===== src/rtl/uart_rom_receiver.sv =====
// UART ROM-image receiver: 8N1 frames (8E1 when ROM_UART_PARITY_EN is defined),
// small byte FIFO, and paced indata/indata_clk strobes toward the iNES loader.
module uart_rom_receiver #(
    parameter int BIT_CLKS   = 186,
    parameter int FIFO_DEPTH = 4,
    parameter int MIN_GAP    = 50
) (
    input  logic        clk,
    input  logic        reset,
    input  logic        rxd,
    input  logic        enable,
    output logic [7:0]  indata,
    output logic        indata_clk,
    output logic [21:0] rx_bytes,
    output logic        overrun,
    output logic        frame_err,
    output logic        busy
);

    localparam int CW = $clog2(BIT_CLKS + 1);
    localparam int AW = $clog2(FIFO_DEPTH);
    localparam int GW = $clog2(MIN_GAP + 1);

    localparam logic [CW-1:0] HALF_BIT = CW'(BIT_CLKS / 2);
    localparam logic [CW-1:0] FULL_BIT = CW'(BIT_CLKS - 1);
    localparam logic [CW-1:0] CNT_ONE  = CW'(1);
    localparam logic [GW-1:0] GAP_MAX  = GW'(MIN_GAP);
    localparam logic [GW-1:0] GAP_ONE  = GW'(1);
    localparam logic [AW:0]   PTR_ONE  = (AW + 1)'(1);

    typedef enum logic [2:0] {
        IDLE,
        START,
        DATA,
`ifdef ROM_UART_PARITY_EN
        PARITY,
`endif
        STOP
    } state_t;

    state_t         state_q, state_d;
    logic [1:0]     rx_sync;
    logic [1:0]     rx_hist;
    logic           rx_s;
    logic           fall;
    logic           vote;
    logic           expire;
    logic [CW-1:0]  cnt_q, cnt_d;
    logic [2:0]     bit_idx_q, bit_idx_d;
    logic [7:0]     shreg_q, shreg_d;
    logic           frame_done;
    logic           par_err;

    logic [7:0]     mem [FIFO_DEPTH];
    logic [AW:0]    wptr, rptr;
    logic           empty, full;
    logic           push, pop;
    logic [GW-1:0]  gap_cnt;

`ifdef ROM_UART_PARITY_EN
    logic           par_err_q, par_err_d;
    assign par_err = par_err_q;
`else
    assign par_err = 1'b0;
`endif

    assign rx_s   = rx_sync[1];
    assign fall   = rx_hist[0] & ~rx_s;
    assign expire = (cnt_q == '0);
    // Majority of the samples taken at counter values 2, 1 and 0.
    assign vote   = (rx_hist[1] & rx_hist[0]) | (rx_hist[1] & rx_s) | (rx_hist[0] & rx_s);

    always_ff @(posedge clk) begin
        if (reset) begin
            rx_sync   <= 2'b11;
            rx_hist   <= 2'b11;
            state_q   <= IDLE;
            cnt_q     <= '0;
            bit_idx_q <= '0;
            shreg_q   <= '0;
`ifdef ROM_UART_PARITY_EN
            par_err_q <= 1'b0;
`endif
        end else begin
            rx_sync   <= {rx_sync[0], rxd};
            rx_hist   <= {rx_hist[0], rx_s};
            state_q   <= state_d;
            cnt_q     <= cnt_d;
            bit_idx_q <= bit_idx_d;
            shreg_q   <= shreg_d;
`ifdef ROM_UART_PARITY_EN
            par_err_q <= par_err_d;
`endif
        end
    end

    // The expiry cycle itself is one bit clock, hence the BIT_CLKS-1 reload.
    always_comb begin
        state_d    = state_q;
        cnt_d      = expire ? cnt_q : cnt_q - CNT_ONE;
        bit_idx_d  = bit_idx_q;
        shreg_d    = shreg_q;
        frame_done = 1'b0;
`ifdef ROM_UART_PARITY_EN
        par_err_d  = par_err_q;
`endif
        unique case (state_q)
            IDLE: begin
                if (fall) begin
                    state_d = START;
                    cnt_d   = HALF_BIT;
                end
            end
            START: begin
                if (expire) begin
                    if (!vote) begin
                        state_d   = DATA;
                        cnt_d     = FULL_BIT;
                        bit_idx_d = '0;
`ifdef ROM_UART_PARITY_EN
                        par_err_d = 1'b0;
`endif
                    end else begin
                        state_d = IDLE;
                    end
                end
            end
            DATA: begin
                if (expire) begin
                    shreg_d = {vote, shreg_q[7:1]};
                    cnt_d   = FULL_BIT;
                    if (bit_idx_q == 3'd7) begin
`ifdef ROM_UART_PARITY_EN
                        state_d = PARITY;
`else
                        state_d = STOP;
`endif
                    end else begin
                        bit_idx_d = bit_idx_q + 3'd1;
                    end
                end
            end
`ifdef ROM_UART_PARITY_EN
            PARITY: begin
                if (expire) begin
                    par_err_d = vote ^ (^shreg_q);
                    cnt_d     = FULL_BIT;
                    state_d   = STOP;
                end
            end
`endif
            STOP: begin
                if (expire) begin
                    frame_done = 1'b1;
                    state_d    = IDLE;
                    if (fall) begin
                        state_d = START;
                        cnt_d   = HALF_BIT;
                    end
                end
            end
            default: state_d = IDLE;
        endcase
    end

    assign empty = (wptr == rptr);
    assign full  = (wptr[AW] != rptr[AW]) && (wptr[AW-1:0] == rptr[AW-1:0]);
    assign push  = frame_done & vote & ~par_err & enable & ~full;
    assign pop   = enable & ~empty & (gap_cnt == GAP_MAX);
    assign busy  = (state_q != IDLE) || !empty;

    always_ff @(posedge clk) begin
        if (push) begin
            mem[wptr[AW-1:0]] <= shreg_q;
        end
    end

    // Pacer, FIFO pointers, counters and sticky flags; enable low flushes the FIFO.
    always_ff @(posedge clk) begin
        if (reset) begin
            wptr       <= '0;
            rptr       <= '0;
            gap_cnt    <= GAP_MAX;
            indata     <= '0;
            indata_clk <= 1'b0;
            rx_bytes   <= '0;
            overrun    <= 1'b0;
            frame_err  <= 1'b0;
        end else begin
            indata_clk <= pop;
            if (push) begin
                wptr <= wptr + PTR_ONE;
            end
            if (!enable) begin
                rptr <= wptr;
            end else if (pop) begin
                rptr <= rptr + PTR_ONE;
            end
            if (pop) begin
                indata  <= mem[rptr[AW-1:0]];
                gap_cnt <= '0;
                if (rx_bytes != 22'h3FFFFF) begin
                    rx_bytes <= rx_bytes + 22'd1;
                end
            end else if (gap_cnt != GAP_MAX) begin
                gap_cnt <= gap_cnt + GAP_ONE;
            end
            if (frame_done) begin
                if (!vote || par_err) begin
                    frame_err <= 1'b1;
                end else if (enable && full) begin
                    overrun <= 1'b1;
                end
            end
        end
    end

endmodule


===== config.mk =====
export PLATFORM = sky130hd
export DESIGN_NAME = uart_rom_receiver
export DESIGN_NICKNAME = d
export VERILOG_FILES = /design/src/rtl/uart_rom_receiver.sv
export SDC_FILE = /design/constraint.sdc
export NUM_CORES = 1
export LEC_CHECK = 0
export ABC_CLOCK_PERIOD_IN_PS = 4300
export BUFFER_PORTS_ARGS = -buffer_cell sky130_fd_sc_hd__clkbuf_2
export CORE_ASPECT_RATIO = 0.5
export CORE_MARGIN = 3
export CORE_UTILIZATION = 30
export CTS_CLUSTER_DIAMETER = 30
export CTS_CLUSTER_SIZE = 25
export DETAILED_ROUTE_END_ITERATION = 8
export GPL_ROUTABILITY_DRIVEN = 1
export HOLD_SLACK_MARGIN = 0.03
export SLEW_MARGIN = 30
export SYNTH_ARGS = -nofsm -noshare
export SYNTH_HDL_FRONTEND = slang
export SYNTH_SLANG_ARGS = --single-unit

===== constraint.sdc =====
create_clock -name clk -period 4.3 [get_ports clk]
set_input_delay 0.645 -clock clk [delete_from_list [all_inputs] [get_ports clk]]
set_output_delay 0.645 -clock clk [all_outputs]
set_load 0.02 [all_outputs]

==> results_dict.tcl <==
set metrics [dict create \
    wl_per_cell_um 13.72 \
    r2r_slack_ns 1.24 \
    initial_core_util 0.3122 \
    switching_power_uw 711.7 \
    total_power_mw 2.409 \
    rsz0062_at_grt "false" \
    grt_pass1_wl_um 15970 \
    critical_path_buf_inv_count 3 \
    cts_root_buf "clkbuf_16" \
    synth-async-reset-ratio 0 \
    syn2layout_area_growth_pct 14.07 \
    synth_top_area_share 0.3053 \
    antenna_found_initial 0 \
    cts-resized-gates 0 \
    final_cells 678 \
    postCtsHoldBufs 0 \
    vias 3416 \
    drt_iter0_markers 251 \
    gp_congestion 0.7566 \
    die-area_um2 16910 \
    cap_violations 0 \
    p_leak_nw 1.793 \
    critPathCaptureType "flip-flop" \
    crit_required_ns 4.57 \
    cts_buffer_depth 2 \
    die_x_um 180.9 \
    setup_ws_ns 1.236 \
    netlist.top_cell.by_area "dfxtp_1" \
    worstSetupPathType "flip-flop to flip-flop" \
    crit_family "simple AND/OR/NAND/NOR gates" \
    clock_sinks 102 \
    cts_inserted_buffers 9 \
    cts_setup_buffers 0 \
    synth_cells 448 \
    first_pass_iters 4 \
    cts_max_level 3 \
    finalHoldViolCount 0 \
    synth_common_cells "dfxtp_1, a21oi_1, nand2_1" \
    drv_slew 0 \
    synth_area_leaders "dfxtp_1, edfxtp_1, a21oi_1" \
    whs_ns 0.4116 \
    skew_ns 0.007954 \
    yosys.cell_count.top_type "dfxtp_1" \
    synth-edff-count 32 \
    hold_class "flip-flop to flip-flop" \
    grt_usage 0.1147 \
    status "finished, final reports clean" \
    setup_viol 0 \
    synth_ff_type "dfxtp_1" \
    critical_path_peak_fanout 15 \
    overflow 0 \
    die_h_um 93.46 \
    critPathArrivalTime_ns 3.33 \
    maxSlewHeadroom 0.4354 \
    p_int_mw 1.697 \
    p_clk_frac 0.339 \
    seqPwrFrac 0.464 \
    switching_share 0.2955 \
    post-dp-hpwl_um 6372 \
    drt.antenna.violating_nets 0 \
    seq_area_frac_synth 0.5147 \
    pwr_density_cell_nw_per_um2 460.1 \
    layout-drive-gt1-share 0.1500 \
    cts_tree "built" \
    start_kind "flip-flop" \
    yosysUniqueCellTypes 53 \
    fillCellCount 1453 \
    worst_path_most_repeated_cell "inv_1" \
    drc 0 \
    clk_latency_ns 0.34 \
    ios 38 \
    ys_ff_latch 102 \
    critPathSlowestCell "nor4b_2" \
    period_needed_ns 3.064 \
    dp_slack_ns 1.245 \
    io_buffers 37 \
    first_global_vias 3217 \
    syn_area_per_cell_um2 10.24 \
    dp_cells 662 \
    p_comb_frac 0.198 \
    critPathMaxStageDelay_ns 0.56 \
    worstPathCellList "inv_1 -> ha_1 -> nor4b_2 -> and2_1 -> inv_1 -> ha_1 -> inv_1 -> a21oi_1 -> nor2_1 -> a2111o_1 -> o21ai_0" \
    totalNegativeSetupSlack_ns 0 \
    final_nets 491 \
    synth_area_um2 4589 \
    totalWireLength_um 9302 \
    grt_start_max_net_pins 39 \
    synth.net_count 464 \
    worst_pin_slew_ns 0.8451 \
    ir_worst_vdd_uv 190.1 \
    cts.clk_slew.worst_paths_ns 0.07 \
    std_cell_rows 31 \
    finalCritPeriodShare 0.7126 \
    antenna_cells 0 \
    vias_per_cell 5.038 \
    fmax_mhz 326.4 \
    yosys_warnings 0 \
    coreArea_um2 14700 \
]
-- power groups by stage --
| stage | Combinational (mW) | Clock, mW | Sequential, mW |
|---|---|---|---|
| 2_1_floorplan | 0.395 | 0 | 1.13 |
| 3_3_place_gp | 0.471 | 0 | 1.13 |
| 3_5_place_dp | 0.479 | 0 | 1.14 |
| 4_1_cts | 0.480 | 0.840 | 1.12 |
| 5_1_grt | 0.539 | 0.885 | 1.13 |
| 6_report | 0.476 | 0.815 | 1.12 |
-- kinds of logic (layout without fill, tap and decap cells) --
kind of cell               Yosys count  in the layout  synth area share
and+or+nand+nor                    170            170            0.1949
DFF                                102            102            0.5147
AOI/OAI and AO/OA                   97             97            0.1311
buffers and inverters               36             68           0.03190
xor gates and xnor gates            17             17           0.04226
adders and majority gates           13             13           0.03490
muxes                               13             13           0.05016
-- flip-flops by register name, summed over array words and instances, names as in the netlist, 2 cells and up --
register   count
wptr           3
rx_bytes      22
cnt_q          8
gap_cnt        6
rx_sync        2
mem           32
shreg_q        8
bit_idx_q      3
rptr           3
state_q        2
indata         8
rx_hist        2
-- per-stage QoR --
stage / util / cell area, um^2
finish: 0.3561 / 5235
global route: 0.3561 / 5235
CTS: 0.3561 / 5235
detailed placement: 0.3358 / 4936
global placement: 0.3358 / 4936
floorplan: - / 4589
-- cells in the final DEF, fill, tap and decap left out, types with 2 or more instances in the layout --
master,instances
and3_1,6
clkbuf_16,9
and2_1,2
mux4_2,8
xnor2_1,8
xor2_1,6
o31ai_1,16
dfxtp_1,70
nor2_1,34
edfxtp_1,32
xor2_4,2
or2_2,4
o22a_1,2
or3_1,6
a22oi_1,2
ha_1,12
or4_1,15
nand2_1,40
inv_1,14
and4_1,6
nor3_1,13
clkinvlp_4,2
nand3_1,20
nand4_1,7
clkbuf_2,37
a211oi_1,4
a21o_1,3
o21ai_0,13
nand2b_1,5
a21oi_1,44
mux2i_1,5
a221oi_1,2
nor2b_1,5
-- path summary, 6_finish.rpt --
kind | to | startpoint | cells after the start
worst max-delay path | cnt_q[0] | cnt_q[0] | 11
worst min-delay path | rx_sync[1] | rx_sync[0] | 1
worst max register to register | cnt_q[0] | cnt_q[0] | 11
worst min register to register | rx_sync[1] | rx_sync[0] | 1
-- per-layer routing --
layer	up-vias	routed length [um]	track usage
li1	1711	-	-
met1	1650	4442	0.1557
met2	46	4383	0.1876
met3	9	384	0.02292
met4	0	91	0.03255
met5	-	0	0
-- final cells by class --
| type | instances | area [um^2] | share of cell area |
|---|---|---|---|
| clock buffers | 10 | 229.0 | 0.04374 |
| clock inverters | 6 | 70.07 | 0.01338 |
| inverters | 14 | 52.55 | 0.01004 |
| repair buffers | 38 | 192.7 | 0.03681 |
| well taps | 198 | 247.7 | 0.04732 |
| flip-flops and latches | 102 | 2362 | 0.4512 |
| multi-input cells | 310 | 2081 | 0.3975 |
Note: power is estimated with default switching activity, not from simulation.
